--- src/rtl/uart_pkg.sv ---
`default_nettype none
// ---------------------------------------------------------------------------
// uart_pkg : shared UART constants, receiver FSM encoding and divider helper
// Rev 1.0
// ---------------------------------------------------------------------------
package uart_pkg;

  localparam int PAR_NONE = 0;
  localparam int PAR_ODD  = 1;
  localparam int PAR_EVEN = 2;

  typedef enum logic [2:0] {
    ST_IDLE   = 3'd0,
    ST_START  = 3'd1,
    ST_DATA   = 3'd2,
    ST_PARITY = 3'd3,
    ST_STOP   = 3'd4,
    ST_DONE   = 3'd5
  } uart_state_t;

  // Rounded clocks per oversample tick, never below one.
  function automatic int calc_div(input int clk_hz, input int baud, input int os);
    int den;
    int d;
    den = baud * os;
    d   = (clk_hz + den / 2) / den;
    return (d < 1) ? 1 : d;
  endfunction

endpackage
`default_nettype wire

--- src/rtl/uart_baud_tick.sv ---
`default_nettype none
// ---------------------------------------------------------------------------
// uart_baud_tick : one-clock oversample tick every DIV system clocks
// Rev 1.0
// ---------------------------------------------------------------------------
module uart_baud_tick
  import uart_pkg::*;
#(
  parameter int CLK_HZ     = 27000000,
  parameter int BAUD       = 115200,
  parameter int OVERSAMPLE = 16
) (
  input  logic clock,
  input  logic reset,
  output logic tick
);

  localparam int DIV = calc_div(CLK_HZ, BAUD, OVERSAMPLE);
  localparam int CW  = (DIV > 1) ? $clog2(DIV) : 1;
  localparam logic [CW-1:0] LAST = CW'(DIV - 1);

  logic [CW-1:0] cnt;

  // With DIV = 1 the counter sits at zero and the tick is permanently high.
  always_ff @(posedge clock or posedge reset) begin
    if (reset)             cnt <= '0;
    else if (cnt == LAST)  cnt <= '0;
    else                   cnt <= cnt + 1'b1;
  end

  assign tick = (cnt == LAST);

endmodule
`default_nettype wire

--- src/rtl/uart_rx_os.sv ---
`default_nettype none
// ---------------------------------------------------------------------------
// uart_rx_os : oversampling UART receiver, majority vote, valid/ready output
// Rev 1.0
// ---------------------------------------------------------------------------
module uart_rx_os
  import uart_pkg::*;
#(
  parameter int CLK_HZ     = 27000000,
  parameter int BAUD       = 115200,
  parameter int OVERSAMPLE = 16,
  parameter int DATA_BITS  = 8,
  parameter int PARITY     = 0,
  parameter int STOP_BITS  = 1
) (
  input  logic                 clock,
  input  logic                 reset,
  input  logic                 UART_RX,
  output logic [DATA_BITS-1:0] data,
  output logic                 valid,
  input  logic                 ready,
  output logic                 frame_err,
  output logic                 parity_err,
  output logic                 overrun,
  output logic                 break_det
);

  localparam int HALF = OVERSAMPLE / 2;
  localparam int TW   = $clog2(OVERSAMPLE);
  localparam int BW   = $clog2(DATA_BITS);

  localparam logic [TW-1:0] T_S0   = TW'(HALF - 1);
  localparam logic [TW-1:0] T_S1   = TW'(HALF);
  localparam logic [TW-1:0] T_DEC  = TW'(HALF + 1);
  localparam logic [TW-1:0] T_LAST = TW'(OVERSAMPLE - 1);
  localparam logic [BW-1:0] B_LAST = BW'(DATA_BITS - 1);
  localparam logic          S_LAST = 1'(STOP_BITS - 1);

  logic [1:0]           sync;
  logic                 rx_s;
  logic                 tick;
  uart_state_t          state, state_nxt;
  logic [TW-1:0]        tcnt;
  logic [BW-1:0]        bitcnt;
  logic                 stopcnt;
  logic [1:0]           samp;
  logic [DATA_BITS-1:0] shreg;
  logic                 par_bit;
  logic                 par_err_r;
  logic                 stop1_bit;
  logic                 frame_r;
  logic                 armed;

  logic at_s0, at_s1, at_dec, at_end, maj, exp_par, brk, accept, load, drop;

  always_ff @(posedge clock or posedge reset) begin
    if (reset) sync <= 2'b11;
    else       sync <= {sync[0], UART_RX};
  end
  assign rx_s = sync[1];

  uart_baud_tick #(
    .CLK_HZ     (CLK_HZ),
    .BAUD       (BAUD),
    .OVERSAMPLE (OVERSAMPLE)
  ) u_tick (
    .clock (clock),
    .reset (reset),
    .tick  (tick)
  );

  assign at_s0   = tick && (tcnt == T_S0);
  assign at_s1   = tick && (tcnt == T_S1);
  assign at_dec  = tick && (tcnt == T_DEC);
  assign at_end  = tick && (tcnt == T_LAST);
  // Third vote is the live sample taken at the decision tick itself.
  assign maj     = (samp[0] & samp[1]) | (samp[0] & rx_s) | (samp[1] & rx_s);
  assign exp_par = (PARITY == PAR_ODD) ? ~^shreg : ^shreg;
  assign brk     = (shreg == '0) && !par_bit && !stop1_bit;

  always_ff @(posedge clock or posedge reset) begin
    if (reset) state <= ST_IDLE;
    else       state <= state_nxt;
  end

  always_comb begin
    state_nxt = state;
    case (state)
      ST_IDLE:   if (tick && !rx_s && armed) state_nxt = ST_START;
      ST_START: begin
        if (at_dec && maj) state_nxt = ST_IDLE;
        else if (at_end)   state_nxt = ST_DATA;
      end
      ST_DATA:   if (at_end && bitcnt == B_LAST)
                   state_nxt = (PARITY != PAR_NONE) ? ST_PARITY : ST_STOP;
      ST_PARITY: if (at_end) state_nxt = ST_STOP;
      // Leave at the last stop decision so a following start bit is not missed.
      ST_STOP:   if (at_dec && stopcnt == S_LAST) state_nxt = ST_DONE;
      ST_DONE:   state_nxt = ST_IDLE;
      default:   state_nxt = ST_IDLE;
    endcase
  end

  always_ff @(posedge clock or posedge reset) begin
    if (reset) begin
      tcnt      <= '0;
      bitcnt    <= '0;
      stopcnt   <= 1'b0;
      samp      <= 2'b11;
      shreg     <= '0;
      par_bit   <= 1'b0;
      par_err_r <= 1'b0;
      stop1_bit <= 1'b1;
      frame_r   <= 1'b0;
      armed     <= 1'b0;
    end else begin
      if (state == ST_IDLE)  tcnt <= '0;
      else if (tick)         tcnt <= (tcnt == T_LAST) ? '0 : tcnt + 1'b1;

      if (at_s0) samp[0] <= rx_s;
      if (at_s1) samp[1] <= rx_s;

      // A held-low line must go high before another start bit is accepted.
      if (state == ST_DONE) armed <= 1'b0;
      else if (rx_s)        armed <= 1'b1;

      case (state)
        ST_START: begin
          bitcnt    <= '0;
          stopcnt   <= 1'b0;
          par_bit   <= 1'b0;
          par_err_r <= 1'b0;
          frame_r   <= 1'b0;
          stop1_bit <= 1'b1;
        end
        ST_DATA: begin
          if (at_dec) shreg  <= {maj, shreg[DATA_BITS-1:1]};
          if (at_end) bitcnt <= bitcnt + 1'b1;
        end
        ST_PARITY: begin
          if (at_dec) begin
            par_bit   <= maj;
            par_err_r <= maj ^ exp_par;
          end
        end
        ST_STOP: begin
          if (at_dec) begin
            if (!maj)     frame_r   <= 1'b1;
            if (!stopcnt) stop1_bit <= maj;
          end
          if (at_end) stopcnt <= 1'b1;
        end
        default: ;
      endcase
    end
  end

  assign accept = valid && ready;
  assign load   = (state == ST_DONE) && (!valid || ready);
  assign drop   = (state == ST_DONE) && valid && !ready;

  always_ff @(posedge clock or posedge reset) begin
    if (reset) begin
      data       <= '0;
      valid      <= 1'b0;
      frame_err  <= 1'b0;
      parity_err <= 1'b0;
      overrun    <= 1'b0;
      break_det  <= 1'b0;
    end else begin
      break_det <= (state == ST_DONE) && brk;
      if (load) begin
        data       <= shreg;
        frame_err  <= frame_r;
        parity_err <= par_err_r;
        valid      <= 1'b1;
      end else if (accept) begin
        valid      <= 1'b0;
      end
      if (drop)        overrun <= 1'b1;
      else if (accept) overrun <= 1'b0;
    end
  end

endmodule
`default_nettype wire

--- config.mk ---
export PLATFORM = sky130hd
export DESIGN_NAME = uart_rx_os
export DESIGN_NICKNAME = d
export VERILOG_FILES = /design/src/rtl/uart_pkg.sv /design/src/rtl/uart_baud_tick.sv /design/src/rtl/uart_rx_os.sv
export SDC_FILE = /design/constraint.sdc
export NUM_CORES = 1
export LEC_CHECK = 0
export CAP_MARGIN = 5
export CELL_PAD_IN_SITES_DETAIL_PLACEMENT = 1
export CELL_PAD_IN_SITES_GLOBAL_PLACEMENT = 1
export CORE_ASPECT_RATIO = 0.9
export CORE_MARGIN = 2
export CORE_UTILIZATION = 41
export DETAILED_ROUTE_END_ITERATION = 10
export GPL_ROUTABILITY_DRIVEN = 0
export PLACE_DENSITY_LB_ADDON = 0.1
export SETUP_SLACK_MARGIN = 0.15
export SLEW_MARGIN = 10
export SYNTH_ARGS = -nofsm -noshare
export SYNTH_HDL_FRONTEND = slang
export SYNTH_SLANG_ARGS = --single-unit
--- constraint.sdc ---
create_clock -name clock -period 1.8 [get_ports clock]
set_clock_uncertainty 0.2 [all_clocks]
set_input_delay 0.18 -clock clock [delete_from_list [all_inputs] [get_ports clock]]
set_output_delay 0.18 -clock clock [all_outputs]
set_load 0.05 [all_outputs]
==> impl_metrics.py, run 1 <==
metrics = {
    "global_route": {
        "antenna_found_initial": 0,
        "grt_pass1_vias": 1801,
        "grt_pass1_wl_um": 8800,
        "grt_max_degree": 46,
        "track_usage": 0.202,
        "grt_overflow_total": 0,
    },
    "clock_network": {
        "clk_latency_ns": 0.30,
        "htreeDepth": 2,
        "cts_tree": "done",
        "cts.sinks": 45,
        "cts-buffers-inserted": 5,
        "root_buffer": "clkbuf_8",
        "hold_buffers": 0,
        "clkTransAtPathRegs_ns": 0.09,
        "max-clock-path-buffers": 2,
    },
    "yosys": {
        "synth-simple-area-share": 0.149,
        "muxShareOfSynthArea": 0.0784,
        "synth_nets": 209,
        "ys_types": 43,
        "synth_area_um2": 2120,
        "synth_compound_area_frac": 0.124,
        "synth_top_area_frac": 0.471,
        "synthXorXnorAreaFrac": 0.0206,
        "synth-main-ff-cell": "dfrtp_1",
        "synthCells": 196,
        "syn_avg_cell_area_um2": 10.8,
        "synth_seq_cells": 45,
        "synthAdderAreaFrac": 0.0530,
        "synth.area.top_cells": "dfrtp_1, mux2_2, dfstp_2",
        "async_flop_share": 1.00,
        "synth_top_family_by_area": "simple AND/OR/NAND/NOR gates",
        "ys_seq_area_frac": 0.533,
        "yosysTopAreaCell": "dfrtp_1",
        "yosys_warnings": 0,
        "synth-edff-count": 0,
    },
    "worst_setup_path": {
        "reg2regPathDepth": 6,
        "path_class": "flop to flop",
        "worstPathMaxFanout": 2,
        "worstPathRequired_ns": 1.83,
        "start_kind": "flop",
        "reg2reg_to": "stop1_bit$_DFFE_PP1P_",
        "worstPathArrival_ns": 1.90,
        "cp-end-kind": "flop",
        "r2r_slack_ns": -0.07,
        "regToRegStartpoint": "tcnt[1]$_DFFE_PP0P_",
    },
    "status": {
        "status": "complete, but fails checks",
        "violations": "setup timing",
    },
    "timing": {
        "worst_pin_slew_ns": 0.591,
        "relSlewSlack": 0.603,
        "fin_setup_tns_ns": -0.110,
        "final_max_slew_viol_count": 0,
        "rsz0062_at_grt": "yes",
        "final-setup-viol-count": 3,
        "min_period_ns": 1.87,
        "setup_ws_ns": -0.0677,
        "fin_crit_sh": 1.04,
        "fmax_mhz": 535,
        "hold_viol": 0,
    },
    "layout": {
        "final_cell_mix": "buf_4, dfrtp_1, nand2_1",
        "n_antenna_cell": 0,
        "drive_gt1_frac": 0.492,
        "final_common_cell": "buf_4",
        "nNetsFinal": 264,
        "fillCellCount": 517,
        "syn2layout_area_growth_pct": 42.5,
    },
    "placed_design": {
        "dp_hpwl_um": 3560,
        "port_buffers": 16,
        "dp_slack_ns": -0.126,
    },
    "route": {
        "wl_per_cell_um": 19.3,
        "dr.pass1.iters": 4,
        "ant_nets": 0,
        "via_per_inst": 5.43,
        "drtIter0Drc": 49,
        "drc": 0,
        "vias": 1721,
        "routed_wl_um": 6130,
    },
    "power_and_ir_drop": {
        "peakVddDrop_uv": 469,
        "p_per_area_nw_per_um2": 642,
        "leakage_nw": 1.35,
        "total_power_mw": 1.94,
    },
    "floorplan": {
        "fp.dieW_um": 79.9,
        "initial_core_util": 0.431,
        "ios": 17,
        "core_um2": 4920,
        "die_area_um2": 5770,
        "die_y_um": 72.3,
        "row_count": 24,
    },
    "min_path": {
        "hp-class": "primary input to asynchronous set/reset pin",
    },
    "job": {
        "maxCapViolCount": 0,
    },
}
-- kinds of logic (layout without fill, tap and decap cells) --
family          after synthesis  count (layout)
simple gates                 57              57
flops                        45              45
compound gates               42              42
buf+inv                      23              79
mux                          15              15
fa+ha+maj                     9               9
xor+xnor                      5               5
-- through the flow --
stage	instance area, µm²	util	hold slack (ns)	cells
final	3030	0.614	0.0114	317
after global routing	3030	0.614	0.0641	317
after CTS	2810	0.570	0.0470	308
after detailed placement	2530	0.514	0.150	290
after global placement	2530	0.514	0.146	290
after floorplan	2200	-	-0.0155	196
-- how the worst max path moves through the flow --
stage | start | slack, ns | depth (start not counted) | to
5_1_grt | tcnt[1]$_DFFE_PP0P_ | -0.15 | 6 | stop1_bit$_DFFE_PP1P_
6_report | tcnt[1]$_DFFE_PP0P_ | -0.07 | 6 | stop1_bit$_DFFE_PP1P_
2_1_floorplan | tcnt[1]$_DFFE_PP0P_ | -0.08 | 6 | stop1_bit$_DFFE_PP1P_
3_5_place_dp | tcnt[1]$_DFFE_PP0P_ | -0.13 | 6 | stop1_bit$_DFFE_PP1P_
4_1_cts | tcnt[1]$_DFFE_PP0P_ | -0.05 | 6 | stop1_bit$_DFFE_PP1P_
3_3_place_gp | tcnt[1]$_DFFE_PP0P_ | -0.05 | 6 | stop1_bit$_DFFE_PP1P_
-- report_power, final --
| group | total [mW] | leakage [nW] | switching [mW] | internal (mW) |
|---|---|---|---|---|
| Combinational | 0.102 | 0.699 | 0.0634 | 0.0391 |
| Sequential | 1.03 | 0.593 | 0.00687 | 1.02 |
| Clock | 0.812 | 0.0585 | 0.359 | 0.453 |
-- cell type report --
class,count,area (µm²),share of cell area
multi-input cells,128,1160,0.384
flip-flops and latches,45,1130,0.375
repair buffers,55,472,0.156
clock buffers,7,86.3,0.0285
well taps,65,81.3,0.0269
inverters,16,60.1,0.0199
clock inverters,1,30.0,0.00993
-- registers in the layout, summed over array words and instances (netlist names) --
name,count
samp,2
shreg,8
state,3
frame_err,1
frame_r,1
par_err_r,1
break_det,1
tcnt,4
valid,1
parity_err,1
sync,2
par_bit,1
stopcnt,1
bitcnt,3
data,8
armed,1
stop1_bit,1
overrun,1
u_tick.cnt,4
-- cell usage after synthesis (all sizes together), types with 4 or more instances --
library cell and count:
nand2 22, clkbuf 5, dfrtp 40, nor2 7, nor3 5, dfstp 5, ha 9, inv 16
a21oi 8, xnor2 4, mux2 13, o21ai 15
-- per-layer routing --
metal  track usage  vias up  share of wire
met1         0.254      876           0.42
met4        0.0734        0          0.022
met5             0        -              0
met2         0.351       34           0.53
li1              -      801              -
met3        0.0373       10          0.026
-- worst max-delay path: stages, from the launching register on --
cell and delay (ns):
dfrtp_1 0.40, inv_2 0.08, ha_4 0.13, nand2_2 0.06, or3_4 0.34, or4_4 0.43, mux2i_1 0.17
-- repair_timing --
| item | in CTS | in global routing |
|---|---|---|
| cloned | 0 | 1 |
| resized for setup | 22 | 41 |
| endpoints found under the setup margin | 26 | 32 |
| pin swaps | 4 | 13 |
| setup buffers | 10 | 8 |
Power figures use the tool's default switching activity.
==> run 2, diff against run 1 <==
--- a/config.mk
+++ b/config.mk
@@ -5,7 +5,7 @@
 export SDC_FILE = /design/constraint.sdc
 export NUM_CORES = 1
 export LEC_CHECK = 0
-export CAP_MARGIN = 5
+export ABC_CLOCK_PERIOD_IN_PS = 1800
 export CELL_PAD_IN_SITES_DETAIL_PLACEMENT = 1
 export CELL_PAD_IN_SITES_GLOBAL_PLACEMENT = 1
 export CORE_ASPECT_RATIO = 0.9
==> results of run 2 <==
The final DEF is identical to that of run 1; final timing and power are the same.
